[config.mk]
export PLATFORM = sky130hd
export DESIGN_NAME = fp_add_result_normalizer
export DESIGN_NICKNAME = d
export VERILOG_FILES = /design/src/rtl/fp_add_result_normalizer.sv
export SDC_FILE = /design/constraint.sdc
export NUM_CORES = 1
export LEC_CHECK = 0
export BUFFER_PORTS_ARGS = -buffer_cell sky130_fd_sc_hd__buf_2
export CAP_MARGIN = 20
export CORE_ASPECT_RATIO = 0.7
export CORE_UTILIZATION = 50
export DETAILED_ROUTE_END_ITERATION = 7
export PLACE_DENSITY_LB_ADDON = 0.08
export SYNTH_ARGS = -nofsm -noshare
export SYNTH_HDL_FRONTEND = slang
export SYNTH_SLANG_ARGS = --single-unit
[constraint.sdc]
create_clock -name clk -period 2.1 [get_ports clk]
set_input_delay 0.105 -clock clk [delete_from_list [all_inputs] [get_ports clk]]
set_output_delay 0.105 -clock clk [all_outputs]
set_load 0.02 [all_outputs]
[src/rtl/fp_add_result_normalizer.sv]
// fp_add_result_normalizer
// Post-add renormalization stage of the single-precision FP adder.
// It accepts a raw mantissa sum together with its shared exponent and finds
// the leading one. It then shifts the sum and adjusts the exponent, and packs
// the result as an IEEE-754 single.
// The IDLE state resolves special, zero, carry-out and already-normalized sums
// directly. Sums with leading zeros go through the SHIFT state.
// Optional build macro: FP_NORM_LZC_EN. When it is defined, SHIFT uses a
// leading-zero count and finishes in one cycle. When it is undefined, SHIFT
// moves the sum left by one bit per cycle.
module fp_add_result_normalizer #(
    parameter int EXP_W  = 8,
    parameter int SUM_W  = 24,
    parameter int FRAC_W = 23
) (
    input  logic                    clk,
    input  logic                    rst_n,
    input  logic                    in_valid,
    output logic                    in_ready,
    input  logic                    in_sign,
    input  logic [EXP_W-1:0]        in_exp,
    input  logic [SUM_W-1:0]        in_mant,
    output logic                    out_valid,
    input  logic                    out_ready,
    output logic [EXP_W+FRAC_W:0]   out_result,
    output logic                    out_zero,
    output logic                    out_overflow,
    output logic                    out_underflow
);

    // Bit index of the hidden one. The carry bit sits one position above it.
    localparam int HID   = SUM_W - 2;
    localparam int RES_W = EXP_W + FRAC_W + 1;

    localparam logic [EXP_W-1:0] EXP_MAX = {EXP_W{1'b1}};
    localparam logic [EXP_W-1:0] EXP_ONE = {{(EXP_W-1){1'b0}}, 1'b1};
    localparam logic [SUM_W-1:0] SUM_ZERO = {SUM_W{1'b0}};

    typedef enum logic [1:0] {
        IDLE  = 2'd0,
        SHIFT = 2'd1,
        DONE  = 2'd2
    } state_t;

    state_t             state_reg, state_next;
    logic               sign_reg, sign_next;
    logic [EXP_W-1:0]   exp_reg, exp_next;
    logic [HID:0]       mant_reg, mant_next;
    logic               out_valid_reg, out_valid_next;
    logic [RES_W-1:0]   result_reg, result_next;
    logic               zero_reg, zero_next;
    logic               overflow_reg, overflow_next;
    logic               underflow_reg, underflow_next;

    logic [EXP_W-1:0]   exp_inc;
    logic [HID:0]       mant_carry;

    // Pack the sign, exponent and normalized mantissa.
    // The aligner drops the LSB of the sum, so the lowest fraction bit is
    // always zero.
    function automatic logic [RES_W-1:0] pack(input logic             s,
                                              input logic [EXP_W-1:0] e,
                                              input logic [HID:0]     m);
        pack = {s, e, m[HID-1:0], {(FRAC_W-HID){1'b0}}};
    endfunction

    // A saturated result: an infinity that keeps the sign.
    function automatic logic [RES_W-1:0] pack_inf(input logic s);
        pack_inf = {s, EXP_MAX, {FRAC_W{1'b0}}};
    endfunction

    assign exp_inc    = in_exp + EXP_ONE;
    assign mant_carry = in_mant[SUM_W-1:1];

`ifdef FP_NORM_LZC_EN
    localparam int LZC_W = $clog2(SUM_W);

    logic [HID:0]       zero_above;
    logic [LZC_W-1:0]   lzc;
    logic [EXP_W-1:0]   lzc_ext;
    logic [HID:0]       mant_norm;

    // zero_above[gi] is set when no bit from gi up to the hidden position is set.
    // The number of such positions is the leading-zero count.
    genvar gi;
    generate
        for (gi = 0; gi <= HID; gi++) begin : g_zero_above
            assign zero_above[gi] = ~|mant_reg[HID:gi];
        end
    endgenerate

    // Count the leading zeros by summing the zero_above flags.
    always_comb begin
        lzc = '0;
        for (int i = 0; i <= HID; i++) begin
            lzc = lzc + LZC_W'(zero_above[i]);
        end
    end

    assign lzc_ext   = {{(EXP_W-LZC_W){1'b0}}, lzc};
    assign mant_norm = mant_reg << lzc;
`else
    logic [HID:0]       mant_shl;

    assign mant_shl = {mant_reg[HID-1:0], 1'b0};
`endif

    // Compute the next state, the operand registers and the packed result.
    always_comb begin
        state_next     = state_reg;
        sign_next      = sign_reg;
        exp_next       = exp_reg;
        mant_next      = mant_reg;
        out_valid_next = out_valid_reg;
        result_next    = result_reg;
        zero_next      = zero_reg;
        overflow_next  = overflow_reg;
        underflow_next = underflow_reg;

        case (state_reg)
            IDLE: begin
                if (in_valid) begin
                    sign_next = in_sign;
                    exp_next  = in_exp;
                    mant_next = in_mant[HID:0];
                    if (in_exp == EXP_MAX) begin
                        result_next    = pack_inf(in_sign);
                        overflow_next  = 1'b1;
                        out_valid_next = 1'b1;
                        state_next     = DONE;
                    end else if (in_mant == SUM_ZERO) begin
                        // An exact zero sum always gives +0.
                        result_next    = '0;
                        zero_next      = 1'b1;
                        out_valid_next = 1'b1;
                        state_next     = DONE;
                    end else if (in_mant[SUM_W-1]) begin
                        // Carry out: shift right by one and drop the LSB.
                        mant_next = mant_carry;
                        exp_next  = exp_inc;
                        if (exp_inc == EXP_MAX) begin
                            result_next   = pack_inf(in_sign);
                            overflow_next = 1'b1;
                        end else begin
                            result_next   = pack(in_sign, exp_inc, mant_carry);
                        end
                        out_valid_next = 1'b1;
                        state_next     = DONE;
                    end else if (in_mant[HID]) begin
                        result_next    = pack(in_sign, in_exp, in_mant[HID:0]);
                        out_valid_next = 1'b1;
                        state_next     = DONE;
                    end else begin
                        state_next = SHIFT;
                    end
                end
            end

            SHIFT: begin
`ifdef FP_NORM_LZC_EN
                // Flush whenever normalizing would take the exponent below 1,
                // so that this path gives the same results as the serial path.
                if (lzc_ext >= exp_reg) begin
                    result_next    = {sign_reg, {(RES_W-1){1'b0}}};
                    underflow_next = 1'b1;
                    zero_next      = 1'b1;
                end else begin
                    mant_next   = mant_norm;
                    exp_next    = exp_reg - lzc_ext;
                    result_next = pack(sign_reg, exp_reg - lzc_ext, mant_norm);
                end
                out_valid_next = 1'b1;
                state_next     = DONE;
`else
                // An exponent of 1 cannot be decremented further.
                // An entry exponent of 0 gets the same treatment so that the
                // exponent never wraps around.
                if ((exp_reg <= EXP_ONE) && !mant_reg[HID]) begin
                    result_next    = {sign_reg, {(RES_W-1){1'b0}}};
                    underflow_next = 1'b1;
                    zero_next      = 1'b1;
                    out_valid_next = 1'b1;
                    state_next     = DONE;
                end else begin
                    mant_next = mant_shl;
                    exp_next  = exp_reg - EXP_ONE;
                    if (mant_shl[HID]) begin
                        result_next    = pack(sign_reg, exp_reg - EXP_ONE, mant_shl);
                        out_valid_next = 1'b1;
                        state_next     = DONE;
                    end
                end
`endif
            end

            DONE: begin
                if (out_ready) begin
                    out_valid_next = 1'b0;
                    zero_next      = 1'b0;
                    overflow_next  = 1'b0;
                    underflow_next = 1'b0;
                    state_next     = IDLE;
                end
            end

            default: begin
                state_next = IDLE;
            end
        endcase
    end

    // State and datapath registers, with a synchronous active-low reset.
    always_ff @(posedge clk) begin
        if (!rst_n) begin
            state_reg     <= IDLE;
            sign_reg      <= 1'b0;
            exp_reg       <= '0;
            mant_reg      <= '0;
            out_valid_reg <= 1'b0;
            result_reg    <= '0;
            zero_reg      <= 1'b0;
            overflow_reg  <= 1'b0;
            underflow_reg <= 1'b0;
        end else begin
            state_reg     <= state_next;
            sign_reg      <= sign_next;
            exp_reg       <= exp_next;
            mant_reg      <= mant_next;
            out_valid_reg <= out_valid_next;
            result_reg    <= result_next;
            zero_reg      <= zero_next;
            overflow_reg  <= overflow_next;
            underflow_reg <= underflow_next;
        end
    end

    assign in_ready      = (state_reg == IDLE);
    assign out_valid     = out_valid_reg;
    assign out_result    = result_reg;
    assign out_zero      = zero_reg;
    assign out_overflow  = overflow_reg;
    assign out_underflow = underflow_reg;

endmodule

# [Word-level counts from Yosys, hierarchy flattened]
# Cells that the tools add are included.
[classes] addsub=2 order_cmp=1 eq_ne=15 mux=51 n_reduce_logical=16
[op_table] op="32-bit two-way mux" n=7
[op_table] op="23-bit two-way mux" n=5
[op_table] op="32-bit one-hot mux with 2 select lines" n=1
[op_table] op="23-bit one-hot mux with 2 select lines" n=1
[op_table] op="8-bit two-way mux" n=5
[op_table] op="31-bit two-way mux" n=1
[op_table] op="24-bit logical NOT" n=1
[op_table] op="1-bit two-way mux" n=17
[op_table] op="8-bit == test, second input constant" n=2
[op_table] op="2-bit two-way mux" n=8
[op_table] op="8-bit one-hot mux with 2 select lines" n=1
[op_table] op="6-bit AND reduction" n=2
[op_table] op="2-bit inequality test, second input constant" n=5
[op_table] op="3-bit AND reduction" n=3
[op_table] op="8-bit by 1-bit adder with 8-bit output, second input constant" n=1
[op_table] op="8-bit by 1-bit <= comparator with 1-bit output, second input constant" n=1
[op_table] op="8-bit by 1-bit subtractor with 8-bit output, second input constant" n=1
[op_table] op="3-bit by 1-bit inequality test with 1-bit output, second input constant" n=2
[op_table] op="3-bit inequality test, second input constant" n=2
[op_table] op="1-bit one-hot mux with 3 select lines" n=2
[op_table] op="2-bit one-hot mux with 3 select lines" n=1
[op_table] op="2-bit nonzero test" n=3
[op_table] op="5-bit by 1-bit inequality test with 1-bit output, second input constant" n=1
[op_table] op="5-bit AND reduction" n=1
[op_table] op="other kinds (10)" n=11
[totals] reg_bits=70 input_bits=37 word_cells=94

# [Logic depth before layout (Yosys ltp)]
[depth] ltp_word=8 depth_mapped=10 ltp_nobuf=8

# [Worst setup path after synthesis]
# Ideal clock, no wire load.
[synth_path] path_type="flip-flop to flip-flop" start="register exp_reg[0]" end="register mant_reg[20]" setup_ps=120 t_arrival_ps=1960 required_ps=1980 setup_slack_ps=20 stages_incl_launch_ff=11 n_path_buf=2 synth_period_minus_slack_ps=2080 cell_sequence="dfxtp_1 > inv_1 > ha_1 > or2_1 > and3_1 > buf_6 > a21o_1 > buf_4 > a221o_1 > o21ai_0 > a21boi_1"
[synth_between] elab_chain_len=4
[synth_lines] item="start: declaration" line="47" text="logic [EXP_W-1:0] exp_reg, exp_next;"
[synth_lines] item="start signal: assignment" line="227" text="exp_reg <= exp_next;"
[synth_lines] item="8-bit by 1-bit <= comparator with 1-bit output" line="178" text="if ((exp_reg <= EXP_ONE) && !mant_reg[HID]) begin"
[synth_lines] item="1-bit logical AND" line="178"
[synth_lines] item="2-bit inequality test (no source line)"
[synth_lines] item="3-bit AND reduction (no source line)"
[synth_lines] item="end signal: assignment" line="228" text="mant_reg <= mant_next;"
[synth_lines] item="end: declaration" line="48" text="logic [HID:0] mant_reg, mant_next;"
# Every way passes these cells.
# A chain may end at the register's enable or synchronous reset.

# [Worst setup path after layout]
[layout_path] start="register exp_reg[0]" end="register mant_reg[17]"
# Same word-level chain as after synthesis.

==> flow_metrics.tcl <==
set metrics [dict create \
    status "complete, no violations" \
    yosys_warnings 0 \
    worstHoldPathType "in -> reg" \
    coreArea_um2 7870 \
    antenna_found_initial 0 \
    drive_gt1_frac 0.263 \
    worstSetupPathType "reg -> reg" \
    finalMaxSlewViolations 0 \
    cp.arrival_ns 2.21 \
    gp_congestion 0.915 \
    utilization 0.634 \
    synthFlopType "dfxtp_1" \
    clkTransAtPathRegs_ns 0.06 \
    drcViolationCount 0 \
    cts_buffer_depth 2 \
    cts-root-buf "clkbuf_16" \
    final_area_um2 4990 \
    pin_count 74 \
    end_kind "register" \
    cp_cell_sequence "inv_1 -> ha_1 -> or2_4 -> and3_4 -> a21o_1 -> buf_12 -> a221o_1 -> o21ai_0 -> a21boi_1" \
    synthTopCellsByCount "dfxtp_1, nand2_1, a21oi_1" \
    drt_pass1_iterations 7 \
    vias 4360 \
    antenna_cells 0 \
    leakagePower_nw 2.07 \
    max_freq_mhz 500 \
    synth_area_per_cell_um2 8.14 \
    largest_register_ffs 31 \
    cts_buffers 9 \
    finalSetupViolCount 0 \
    irDropWorstVdd_mv 0.636 \
    grt_pass1_wl_um 20000 \
    cts_hold_buf 0 \
    period_minus_slack_ns 2.00 \
    cp.required_ns 2.32 \
    fin_nets 622 \
    min_period_over_period 0.951 \
    cts.sinks 69 \
    netlist_top_cells_area "dfxtp_1, a21oi_1, o21ai_1, nand2_1, a222oi_1" \
    die_h_um 77.4 \
    ys_async_sr_fraction 0 \
    dieArea_um2 8490 \
    yosysSeqAreaShare 0.340 \
    cts_tree "done" \
    post_dp_cell_area_um2 4610 \
    area_growth_syn_to_layout_pct 22.9 \
    synth_cells 499 \
    cellPowerDensity_nw_per_um2 829 \
    worst_setup_path_start_kind "register" \
    finClkSkew_ns 0.00527 \
    io_buffer_count 72 \
    critPathSlowestCell "dfxtp_4" \
    drt-initial-drc-count 479 \
    wire_per_inst_um 18.5 \
    synth_top_area_frac 0.340 \
    grt_max_degree 42 \
    dieWidth_um 110 \
    grt_overflow 0 \
    switching_power_w 0.00133 \
    yosys.area.top_type "dfxtp_1" \
    synth_most_common_cell "dfxtp_1" \
    track_usage 0.310 \
    yosysUniqueCellTypes 63 \
    htreeDepth 3 \
    clock_latency_ns 0.33 \
    power_report.internal_total_w 0.00281 \
    crit_fanout 23 \
    syn_area_um2 4060 \
    max_slew.worst_pin.slew_ns 0.798 \
    p_total_w 0.00414 \
    p_clk_frac 0.356 \
    cpPeakStageDelay_ns 0.37 \
    initial_core_util 0.516 \
    seq_power_share 0.376 \
    rows 27 \
    wirelength_um 12700 \
    switching_share 0.321 \
    synth_edf_count 0 \
    grt_pass1_vias 3778 \
    ant_nets 0 \
    pwr-share-comb 0.268 \
    drv_cap 0 \
    finalHoldViolations 0 \
    synth_nets 540 \
    vias_per_cell 6.36 \
    dp_hpwl_um 8900 \
    relSlewSlack 0.468 \
    ys_ff_latch 69 \
]
-- layer usage --
metal / up-vias / share of wire / track usage / routed length [um]
met2: 231 / 0.41 / 0.423 / 5160
met1: 2045 / 0.48 / 0.467 / 6120
met4: 0 / 0.012 / 0.0853 / 155
met3: 16 / 0.10 / 0.0882 / 1270
met5: - / 0 / 0 / 0
li1: 2068 / - / - / -
-- cell usage in the layout (no fill, tap or decap), types with 9 or more instances in the layout --
| cell type | n |
|---|---|
| a21boi_1 | 19 |
| a21oi_1 | 45 |
| a222oi_1 | 18 |
| o21ai_1 | 44 |
| nand2_1 | 55 |
| a221o_1 | 17 |
| o21ai_0 | 33 |
| nor2_1 | 21 |
| buf_4 | 35 |
| clkbuf_16 | 9 |
| dfxtp_1 | 67 |
| buf_2 | 72 |
-- stage by stage --
step	hold slack [ns]	setup slack, ns	std cells	setup TNS (ns)
6_report	0.0531	0.102	686	0
3_3_place_gp	0.382	0.0652	666	0
3_5_place_dp	0.396	-0.0527	666	-0.0527
5_1_grt	0.0564	-0.0120	686	-0.0173
4_1_cts	0.0417	0.0401	681	0
2_1_floorplan	0.240	0.0204	499	0
-- cell families (layout without fill, tap and decap cells) --
family,count (synthesis),in the layout,synth area share
AOI/OAI and AO/OA,223,223,0.369
and+or+nand+nor,139,139,0.178
DFF,69,69,0.340
other,1,1,0.000924
adders and majority gates,4,4,0.0123
muxes,4,4,0.00986
buffers and inverters,51,137,0.0721
xor gates and xnor gates,8,8,0.0173
-- what timing repair did --
action / CTS / global route
pin swaps: 0 / 2
resized for setup: 2 / 9
endpoints found under the setup margin: 3 / 46
cloned: 0 / 0
hold endpoints to repair: 0 / 0
setup buffers: 0 / 4
-- worst paths after layout --
| kind | depth (start not counted) | to | start | slack [ns] |
|---|---|---|---|---|
| worst max-delay path | 9 | mant_reg[17]$_SDFFE_PN0P_ | exp_reg[0]$_SDFFE_PN0P_ | 0.10 |
| worst max register to register | 9 | mant_reg[17]$_SDFFE_PN0P_ | exp_reg[0]$_SDFFE_PN0P_ | 0.10 |
| worst min register to register | 2 | out_result[29]$_SDFFE_PN0P_ | out_result[29]$_SDFFE_PN0P_ | 0.45 |
| worst min-delay path | 3 | mant_reg[13]$_SDFFE_PN0P_ | in_mant[13] | 0.05 |
-- critical path: cells and delay by family (launching register included) --
family	cells	cell delay (ns)
AOI/OAI and AO/OA	4	0.66
adders and majority gates	1	0.20
buffers and inverters	2	0.23
DFF	1	0.37
and+or+nand+nor	2	0.42
-- area by class of cell --
class	instances	area, um^2
clock buffer	10	229
clock inverter	5	52.6
fill	721	2880
inverter	9	33.8
multi-input combinational	379	2430
sequential	69	1390
tap	101	126
timing repair buffer	113	734
-- power groups by stage --
stage,sequential [W],clock [W],combinational [W]
after floorplan,0.00165,0,0.000614
after CTS,0.00155,0.00149,0.00105
after global placement,0.00157,0,0.00103
final,0.00155,0.00147,0.00111
after global routing,0.00157,0.00154,0.00120
after detailed placement,0.00158,0,0.00104
No activity file was read; power rests on OpenSTA's default activity.
